File: src/rtl/spi_pkg.sv
// spi_pkg: definitions shared by the SPI byte receiver and transmitter.
// Holds the receiver FSM state encoding, the default frame width and a
// small helper for sizing the bit counter.
package spi_pkg;

    // Default frame width shared with the transmitter side.
    localparam int SPI_DATA_W = 8;

    // Receiver FSM states.
    typedef enum logic [1:0] {
        IDLE  = 2'd0,
        SHIFT = 2'd1,
        DONE  = 2'd2
    } spi_state_t;

    // Width of a counter that indexes bits 0..data_w-1 (at least 1 bit).
    function automatic int spi_cnt_w(input int data_w);
        return (data_w > 1) ? $clog2(data_w) : 1;
    endfunction

endpackage : spi_pkg

File: src/rtl/spi_rx_sync.sv
// spi_rx_sync: parameterised-width two-flop synchronizer with asynchronous
// active-high reset. Only compiled when SPI_RX_SYNC_EN is defined, which is
// also the only build that instantiates it.
`ifdef SPI_RX_SYNC_EN
module spi_rx_sync #(
    parameter int WIDTH = 1
) (
    input  logic             clk,
    input  logic             rst,
    input  logic [WIDTH-1:0] d,
    output logic [WIDTH-1:0] q
);

    logic [WIDTH-1:0] meta;

    // Two back-to-back flops per bit to settle metastability.
    always_ff @(posedge clk or posedge rst) begin
        if (rst) begin
            meta <= '0;
            q    <= '0;
        end else begin
            meta <= d;
            q    <= meta;
        end
    end

endmodule : spi_rx_sync
`endif

File: src/rtl/spi_byte_rx.sv
// spi_byte_rx: oversampling SPI frame receiver.
// Samples spi_clk/spi_en/spi_in on clk, detects spi_clk rising edges and
// shifts DATA_W bits into a frame. Completed frames are presented on
// data_out with a valid/ready handshake; a frame that completes while the
// previous one is still unconsumed is dropped and flagged with overrun.
// Dropping spi_en mid-frame discards the partial frame and pulses frame_err.
//
// Build option: define SPI_RX_SYNC_EN to route the serial inputs through a
// two-flop synchronizer (spi_rx_sync) ahead of the sampling register, for a
// transmitter clocked independently of clk. Without it the inputs pass
// through a single register stage and must be synchronous to clk.
module spi_byte_rx
    import spi_pkg::*;
#(
    parameter int DATA_W    = SPI_DATA_W,
    parameter int LSB_FIRST = 1
) (
    input  logic              clk,
    input  logic              rst,
    input  logic              spi_in,
    input  logic              spi_en,
    input  logic              spi_clk,
    output logic [DATA_W-1:0] data_out,
    output logic              data_valid,
    input  logic              data_ready,
    output logic              overrun,
    output logic              frame_err
);

    localparam int               CNT_W    = spi_cnt_w(DATA_W);
    localparam logic [CNT_W-1:0] CNT_LAST = CNT_W'(DATA_W - 1);

    // Serial inputs after the optional synchronizer: {spi_clk, spi_en, spi_in}.
    logic [2:0]        raw_in;

    // Sampled copies used by the rest of the design.
    logic              spi_clk_s;
    logic              spi_en_s;
    logic              spi_in_s;
    logic              spi_clk_d;
    logic              clk_rise;

    spi_state_t        state;
    logic [CNT_W-1:0]  bit_cnt;
    logic [DATA_W-1:0] shift_reg;
    logic [DATA_W-1:0] shift_next;
    logic              load_ok;

`ifdef SPI_RX_SYNC_EN
    logic [2:0] sync_q;

    spi_rx_sync #(
        .WIDTH (3)
    ) u_sync (
        .clk (clk),
        .rst (rst),
        .d   ({spi_clk, spi_en, spi_in}),
        .q   (sync_q)
    );

    assign raw_in = sync_q;
`else
    assign raw_in = {spi_clk, spi_en, spi_in};
`endif

    // Sampling register plus a delayed copy of spi_clk for edge detection.
    always_ff @(posedge clk or posedge rst) begin
        if (rst) begin
            spi_clk_s <= 1'b0;
            spi_en_s  <= 1'b0;
            spi_in_s  <= 1'b0;
            spi_clk_d <= 1'b0;
        end else begin
            spi_clk_s <= raw_in[2];
            spi_en_s  <= raw_in[1];
            spi_in_s  <= raw_in[0];
            spi_clk_d <= spi_clk_s;
        end
    end

    // Rising edge: sampled spi_clk high now, low in the previous cycle.
    assign clk_rise = spi_clk_s & ~spi_clk_d;

    // Next shift-register value when a bit is captured, honouring bit order.
    always_comb begin
        shift_next = shift_reg;
        if (LSB_FIRST != 0) begin
            shift_next = {spi_in_s, shift_reg[DATA_W-1:1]};
        end else begin
            shift_next = {shift_reg[DATA_W-2:0], spi_in_s};
        end
    end

    // A finished frame may be loaded if the output slot is free or being consumed.
    assign load_ok = ~data_valid | data_ready;

    // Receiver FSM with registered outputs.
    always_ff @(posedge clk or posedge rst) begin
        if (rst) begin
            state      <= IDLE;
            bit_cnt    <= '0;
            shift_reg  <= '0;
            data_out   <= '0;
            data_valid <= 1'b0;
            overrun    <= 1'b0;
            frame_err  <= 1'b0;
        end else begin
            overrun   <= 1'b0;
            frame_err <= 1'b0;

            // Consumption; a DONE load below in the same cycle takes precedence.
            if (data_valid && data_ready) begin
                data_valid <= 1'b0;
            end

            case (state)
                IDLE: begin
                    shift_reg <= '0;
                    bit_cnt   <= '0;
                    if (spi_en_s) begin
                        state <= SHIFT;
                    end
                end

                SHIFT: begin
                    if (!spi_en_s) begin
                        if (bit_cnt != '0) begin
                            frame_err <= 1'b1;
                        end
                        shift_reg <= '0;
                        bit_cnt   <= '0;
                        state     <= IDLE;
                    end else if (clk_rise) begin
                        shift_reg <= shift_next;
                        if (bit_cnt == CNT_LAST) begin
                            bit_cnt <= '0;
                            state   <= DONE;
                        end else begin
                            bit_cnt <= bit_cnt + 1'b1;
                        end
                    end
                end

                DONE: begin
                    if (load_ok) begin
                        data_out   <= shift_reg;
                        data_valid <= 1'b1;
                    end else begin
                        overrun <= 1'b1;
                    end
                    state <= spi_en_s ? SHIFT : IDLE;
                end

                default: begin
                    state <= IDLE;
                end
            endcase
        end
    end

endmodule : spi_byte_rx

File: config.mk
export PLATFORM = sky130hd
export DESIGN_NAME = spi_byte_rx
export DESIGN_NICKNAME = d
export VERILOG_FILES = /design/src/rtl/spi_pkg.sv /design/src/rtl/spi_rx_sync.sv /design/src/rtl/spi_byte_rx.sv
export SDC_FILE = /design/constraint.sdc
export NUM_CORES = 1
export LEC_CHECK = 0
export BUFFER_PORTS_ARGS = -buffer_cell sky130_fd_sc_hd__buf_2
export CORE_ASPECT_RATIO = 0.8
export CORE_UTILIZATION = 40
export DETAILED_ROUTE_END_ITERATION = 10
export GPL_ROUTABILITY_DRIVEN = 0
export GPL_TIMING_DRIVEN = 0
export PLACE_DENSITY = 0.72
export SETUP_SLACK_MARGIN = 0.2
export SLEW_MARGIN = 0
export SYNTH_ARGS = -nofsm -noshare
export SYNTH_HDL_FRONTEND = slang
export SYNTH_SLANG_ARGS = --single-unit
File: constraint.sdc
create_clock -name clk -period 1.2 [get_ports clk]
set_input_delay 0.18 -clock clk [delete_from_list [all_inputs] [get_ports clk]]
set_output_delay 0.18 -clock clk [all_outputs]
set_load 0.1 [all_outputs]
==> impl_metrics.csv, run 1 <==
group,metric,value,unit
sta,tightest_slew,0.591,ns
floorplan,start_util,0.433,
global_route,grt_first_pass_wirelength,3440,um
logic_synthesis,syn_area_per_cell,15.2,sq um
sta,maxSlewViolCount,0,
critical_path,start_kind,"flip-flop",
global_route,grt_max_degree,29,
logic_synthesis,synth_cell_types,19,
sta,max_slew_margin,0.605,
power,internal-power,1.34,mW
logic_synthesis,ys_top_cells_by_count,"dfrtp_1 (28), a22o_1 (11), mux2_4 (8)",
logic_synthesis,synth-seq-cells,28,
power,peakVddDrop,812,uV
sta,setup-tns-final,-0.832,ns
clocking,h-tree-depth,1,
logic_synthesis,yosysSeqAreaShare,0.641,
floorplan,row_count,16,
outcome,violations,"setup timing",
critical_path,crit_fanout,8,
critical_path,end_kind,"flip-flop",
placement,place_area,0.00126,sq mm
routing,drc,0,
placement,io_buffers,16,
power,power_frac_seq,0.576,
critical_path,crit_family,"flip-flops",
logic_synthesis,post-synth-top-area-cell,"dfrtp_1",
logic_synthesis,yosysMostFrequentCell,"dfrtp_1",
logic_synthesis,postSynthCellCount,72,
power,power.switching,331,uW
sta,setup_ws,-0.107,ns
cells_and_area,nets,120,
critical_path,crit_slowest_cell,"dfrtp_4",
sta,min_period,1.31,ns
sta,finalSetupViolCount,13,
power,p_sw_frac,0.197,
cells_and_area,area_growth,55.0,%
cells_and_area,postLayoutCellArea,0.00169,sq mm
logic_synthesis,synth_top_area_frac,0.641,
critical_path,cp.required,1.42,ns
power,p_clk_frac,0.364,
routing,first_iter_violations,21,
cells_and_area,drive_above_1_share,0.573,
outcome,outcome,"finished with violations",
routing,vias_per_cell,4.85,
critical_path,cp.buffers_inverters,1,
logic_synthesis,synth_area_leaders,"dfrtp_1 (64%), mux2_4 (11%), a22o_1 (8.8%)",
power,powerDensity,990,mW/mm^2
floorplan,die_w,60.4,um
clocking,cts_root_buf,"clkbuf_4",
logic_synthesis,synth-edff-count,0,
sta,hold_viol,0,
logic_synthesis,synthFlopType,"dfrtp_1",
global_route,grt_use_total,0.158,
clocking,cts_buffers,3,
global_route,grt_pass1_vias,736,
critical_path,critPathMaxStageDelay,0.52,ns
floorplan,ioPinCount,17,
routing,wirelength,2130,um
sta,rsz0062_at_grt,"yes",
global_route,grt-ovfl-total,0,
critical_path,cp.arrival,1.53,ns
placement,dp_hpwl,1260,um
sta,post-route-period-util,1.09,
floorplan,core-area,0.00252,sq mm
cells_and_area,final_util,0.671,
floorplan,die_area,0.00295,sq mm
cells_and_area,antenna_cells,0,
global_route,antenna_found_initial,0,
routing,wl_per_cell,14.6,um
logic_synthesis,synthesis.area,0.00109,sq mm
routing,drtAntennaViolNets,0,
power,pwr-share-comb,0.060,
clocking,cts_tree,"done",
cells_and_area,instances_no_fill,146,
logic_synthesis,synthArstFlopShare,1.00,
floorplan,die_h,48.7,um
clocking,clock_path_buffers,2,
clocking,clk_latency,0.33,ns
placement,dp_cells,124,
placement,dpl_worst_slack,-0.138,ns
job,maxCapViolCount,0,
critical_path,crit_chain,"nand2b_4 -> nor2b_4 -> buf_8 -> mux2_4",
routing,first_pass_iters,4,
power,leakage,0.808,nW
logic_synthesis,ys_warn_count,0,
clocking,cts_sinks,28,
sta,clock_skew,0.0126,ns
critical_path,crit_type,"flip-flop to flip-flop",
hold_path,worstHoldPathType,"input pin to flip-flop",
clocking,path_clk_slew,0.15,ns
cells_and_area,n_fill_cell,192,
logic_synthesis,synth_nets,81,
routing,num_vias,708,
sta,clock.fmax,0.765,GHz
## placed cells by master (no fill, tap or decap)
master         synthesis  final
and2_1                 2      2
dfrtp_4                0      1
nand2b_4               0      3
clkbuf_4               0      3
dfrtp_2                0      3
buf_2                  1      5
buf_4                  1     12
inv_4                  0      1
a22o_1                11     11
mux2_4                 8      8
inv_1                  3      1
nor3_4                 0      1
a31o_4                 0      1
nand2_1                2      1
ha_4                   0      2
nor2b_4                0      2
nor2_1                 2      2
dfrtp_1               28     24
buf_8                  0      1
o21ai_1                0      1
bufinv_16              0      1
buf_12                 0     10
nor4b_2                0      1
buf_6                  1      5
ha_2                   0      1
clkinvlp_4             0      1
nand2_2                0      1
and3b_1                1      1
dlygate4sd3_1          0      4
## worst min-delay path: cells and delay by family
| family | cells | cell delay (ns) |
|---|---|---|
| buffers and inverters | 2 | 0.18 |
| AND/OR/NAND/NOR | 2 | 0.14 |
## per-stage QoR
stage	total power, mW	hold slack (ns)
6_report	1.68	0.183
3_5_place_dp	1.04	0.289
3_3_place_gp	1.04	0.288
2_1_floorplan	1.02	0.211
4_1_cts	1.68	0.101
5_1_grt	1.75	0.168
## path summary, 6_finish.rpt
check / depth (start not counted) / from / slack, ns / end
hold reg to reg: 0 / spi_clk_s / 0.48 / spi_clk_d
setup reg to reg: 4 / data_valid / -0.11 / data_out[6]
setup / recovery: 4 / data_valid / -0.11 / data_out[6]
min in group asynchronous: 3 / rst / 0.43 / data_valid
hold / removal: 4 / data_ready / 0.18 / overrun
max in group asynchronous: 3 / rst / 0.38 / frame_err
## what timing repair did
| item | 4_1_cts | 5_1_grt |
|---|---|---|
| hold endpoints to repair | 3 | 28 |
| pin swaps | 3 | 3 |
| buffers inserted | 10 | 3 |
| hold buffers | 3 | 1 |
| endpoints found under the setup margin | 33 | 37 |
| cloned | 0 | 1 |
| gates resized for setup | 49 | 11 |
## power groups by stage
stage | sequential [mW] | combinational, mW | clock (mW)
2_1_floorplan | 0.983 | 0.0406 | 0
3_3_place_gp | 0.981 | 0.0601 | 0
3_5_place_dp | 0.982 | 0.0626 | 0
4_1_cts | 0.963 | 0.0862 | 0.630
5_1_grt | 0.967 | 0.112 | 0.668
6_report | 0.965 | 0.101 | 0.610
## kinds of logic (layout without fill, tap and decap cells)
logic type / Yosys count / in the layout / share of synthesized area
adder cells (fa/ha/maj): 3 / 3 / 0.0344
buffers and inverters: 6 / 44 / 0.0321
flip-flops: 28 / 28 / 0.641
multiplexers: 8 / 8 / 0.110
AND/OR/NAND/NOR: 14 / 14 / 0.0813
AO/OA/AOI/OAI: 13 / 13 / 0.101
## final cells by class
class,count,area (sq um),share of cell area
Buffer,3,37.5,0.0222
Sequential cell,28,708,0.418
Timing Repair Buffer,34,389,0.230
Multi-Input combinational cell,38,443,0.262
Tap cell,36,45.0,0.0266
Clock inverter,1,30.0,0.0177
Clock buffer,3,22.5,0.0133
Inverter,3,17.5,0.0103
## metal layers
| layer | vias to the layer above | track usage | wire length (um) |
|---|---|---|---|
| met3 | 0 | 0.0481 | 76 |
| met5 | - | 0 | 0 |
| met2 | 17 | 0.267 | 1110 |
| met4 | 0 | 0.0227 | 0 |
| li1 | 328 | - | - |
| met1 | 363 | 0.201 | 944 |
Power figures use the tool's default switching activity.
==> inputs of run 2 (changes only) <==
--- a/config.mk
+++ b/config.mk
@@ -12,7 +12,7 @@
 export GPL_ROUTABILITY_DRIVEN = 0
 export GPL_TIMING_DRIVEN = 0
 export PLACE_DENSITY = 0.72
-export SETUP_SLACK_MARGIN = 0.2
+export SETUP_SLACK_MARGIN = 0.5
 export SLEW_MARGIN = 0
 export SYNTH_ARGS = -nofsm -noshare
 export SYNTH_HDL_FRONTEND = slang
==> run 2 against run 1 <==
  * The run ends with hold timing, setup timing left
  * Combinational power shrank 8%
  * Hold slack lost 0.30 ns
  * Final cell count decreased by 3.4%
  * Sequential power about the same
  * Global-route usage increased by 0.35 points
  * Wire length shrank 5.4%
  * Critical path type unchanged
  * Highest routed layer is now met4
==> impl_metrics.csv, run 2 (synthesis results as in run 1) <==
group,metric,value,unit
clocking,clk_latency,0.33,ns
power,power_frac_seq,0.576,
sta,clock_skew,0.00607,ns
critical_path,end_kind,"flip-flop",
power,pwr-share-comb,0.055,
power,power,1.67,mW
power,peakVddDrop,757,uV
job,maxCapViolCount,0,
sta,hold_ws,-0.120,ns
sta,setup_ws,-0.116,ns
cells_and_area,area_growth,54.2,%
global_route,antenna_found_initial,0,
routing,drtAntennaViolNets,0,
sta,maxSlewViolCount,0,
cells_and_area,drive_above_1_share,0.629,
sta,min_period,1.32,ns
sta,clock.fmax,0.760,GHz
global_route,grt_use_total,0.161,
critical_path,cp.buffers_inverters,1,
clocking,path_clk_slew,0.15,ns
critical_path,start_kind,"flip-flop",
global_route,grt_first_pass_wirelength,3350,um
cells_and_area,postLayoutCellArea,0.00168,sq mm
routing,first_pass_iters,4,
cells_and_area,multi_input_area,438,sq um
outcome,outcome,"finished with violations",
sta,rsz0062_at_grt,"yes",
global_route,grt_max_degree,29,
placement,dpl_worst_slack,-0.148,ns
power,p_sw_frac,0.200,
floorplan,ioPinCount,17,
placement,place_area,0.00130,sq mm
routing,wl_per_cell,14.3,um
critical_path,crit_chain,"nand2b_4 -> nor2b_4 -> buf_8 -> mux2_4",
sta,tightest_slew,0.584,ns
cells_and_area,mostFrequentLayoutCell,"dfrtp_1",
floorplan,die_area,0.00295,sq mm
sta,hold_viol,28,
power,internal-power,1.34,mW
clocking,cts_root_buf,"clkbuf_4",
routing,wirelength,2010,um
floorplan,core-area,0.00252,sq mm
placement,dp_hpwl,1150,um
floorplan,start_util,0.433,
outcome,violations,"hold timing, setup timing",
cells_and_area,instances_no_fill,141,
sta,post-route-period-util,1.10,
power,leakage,0.762,nW
critical_path,cp.required,1.43,ns
clocking,h-tree-depth,1,
clocking,clock_path_buffers,2,
cells_and_area,antenna_cells,0,
clocking,hold_buffers,3,
critical_path,critPathMaxStageDelay,0.52,ns
routing,vias_per_cell,4.79,
routing,drc,0,
global_route,grt_pass1_vias,699,
sta,max_slew_margin,0.610,
critical_path,crit_family,"flip-flops",
sta,finalSetupViolCount,16,
cells_and_area,nets,115,
floorplan,die_w,60.4,um
cells_and_area,final_cell_mix,"dfrtp_1 (16), a22o_1 (11), dfrtp_4 (11)",
critical_path,crit_fanout,8,
cells_and_area,n_fill_cell,192,
floorplan,row_count,16,
power,powerDensity,994,mW/mm^2
hold_path,worstHoldPathType,"input pin to asynchronous set/reset pin",
critical_path,crit_slowest_cell,"dfrtp_4",
floorplan,die_h,48.7,um
routing,first_iter_violations,12,
cells_and_area,regArea,743,sq um
placement,dp_cells,124,
placement,io_buffers,16,
clocking,cts_sinks,28,
clocking,cts_buffers,3,
global_route,grt-ovfl-total,0,
routing,num_vias,676,
power,power.switching,335,uW
power,p_clk_frac,0.369,
clocking,cts_tree,"done",
critical_path,cp.arrival,1.55,ns
critical_path,crit_type,"flip-flop to flip-flop",
==> run 2: changes by cell type in the layout (fill, tap and decap cells not counted), moves of 2 or more <==
cell,delta
dfrtp_4,+10
dfrtp_1,-8
buf_4,-5
dfrtp_2,-2
==> run 2: power groups by stage <==
stage | Combinational [mW] | Clock [mW] | Sequential, mW
floorplan | 0.0412 | 0 | 0.984
global placement | 0.0623 | 0 | 0.982
detailed placement | 0.0635 | 0 | 0.983
CTS | 0.0838 | 0.629 | 0.965
global route | 0.102 | 0.668 | 0.967
finish | 0.0928 | 0.617 | 0.964
==> run 2: stage by stage <==
stage,util,setup TNS [ns]
2_1_floorplan,-,-1.80
5_1_grt,0.668,-2.11
3_3_place_gp,0.517,-0.943
4_1_cts,0.645,-0.898
6_report,0.668,-0.909
3_5_place_dp,0.517,-1.21
==> run 2: cell type report <==
cell class                 instances  area share
timing repair buffer              29       0.210
clock buffer                       3      0.0134
clock inverter                     1      0.0178
sequential                        28       0.441
multi-input combinational         38       0.260
buffer                             3      0.0223
tap                               36      0.0267
inverter                           3     0.00892
==> run 2: path summary, 6_finish.rpt <==
check / from / to / slack (ns) / cells after the start
min in group clk: data_ready / overrun / 0.17 / 4
min: rst / frame_err / -0.12 / 2
min reg2reg: spi_clk_s / spi_clk_d / 0.47 / 0
max in group asynchronous: rst / data_out[4] / 0.94 / 2
max: data_valid / data_out[5] / -0.12 / 4
max reg2reg: data_valid / data_out[5] / -0.12 / 4
==> run 2: worst reg2reg max path, cell delays in order (launching register included) <==
cell and delay [ns]:
dfrtp_4 0.52, nand2b_4 0.07, nor2b_4 0.15, buf_8 0.16
mux2_4 0.31
==> run 2: what timing repair did <==
action | 4_1_cts | 5_1_grt
gates cloned | 1 | 0
setup buffers | 5 | 4
resized for setup | 54 | 6
pin swaps | 1 | 3
endpoints found under the setup margin | 35 | 35
endpoints found under the hold margin | 31 | 28
==> run 2: per-layer routing <==
layer  vias to the layer above  global-route usage  part of all wire
met4                         0              0.0341            0.0055
li1                        319                   -                 -
met1                       342               0.226              0.46
met2                        13               0.244              0.50
met5                         -                   0                 0
met3                         2              0.0561             0.037
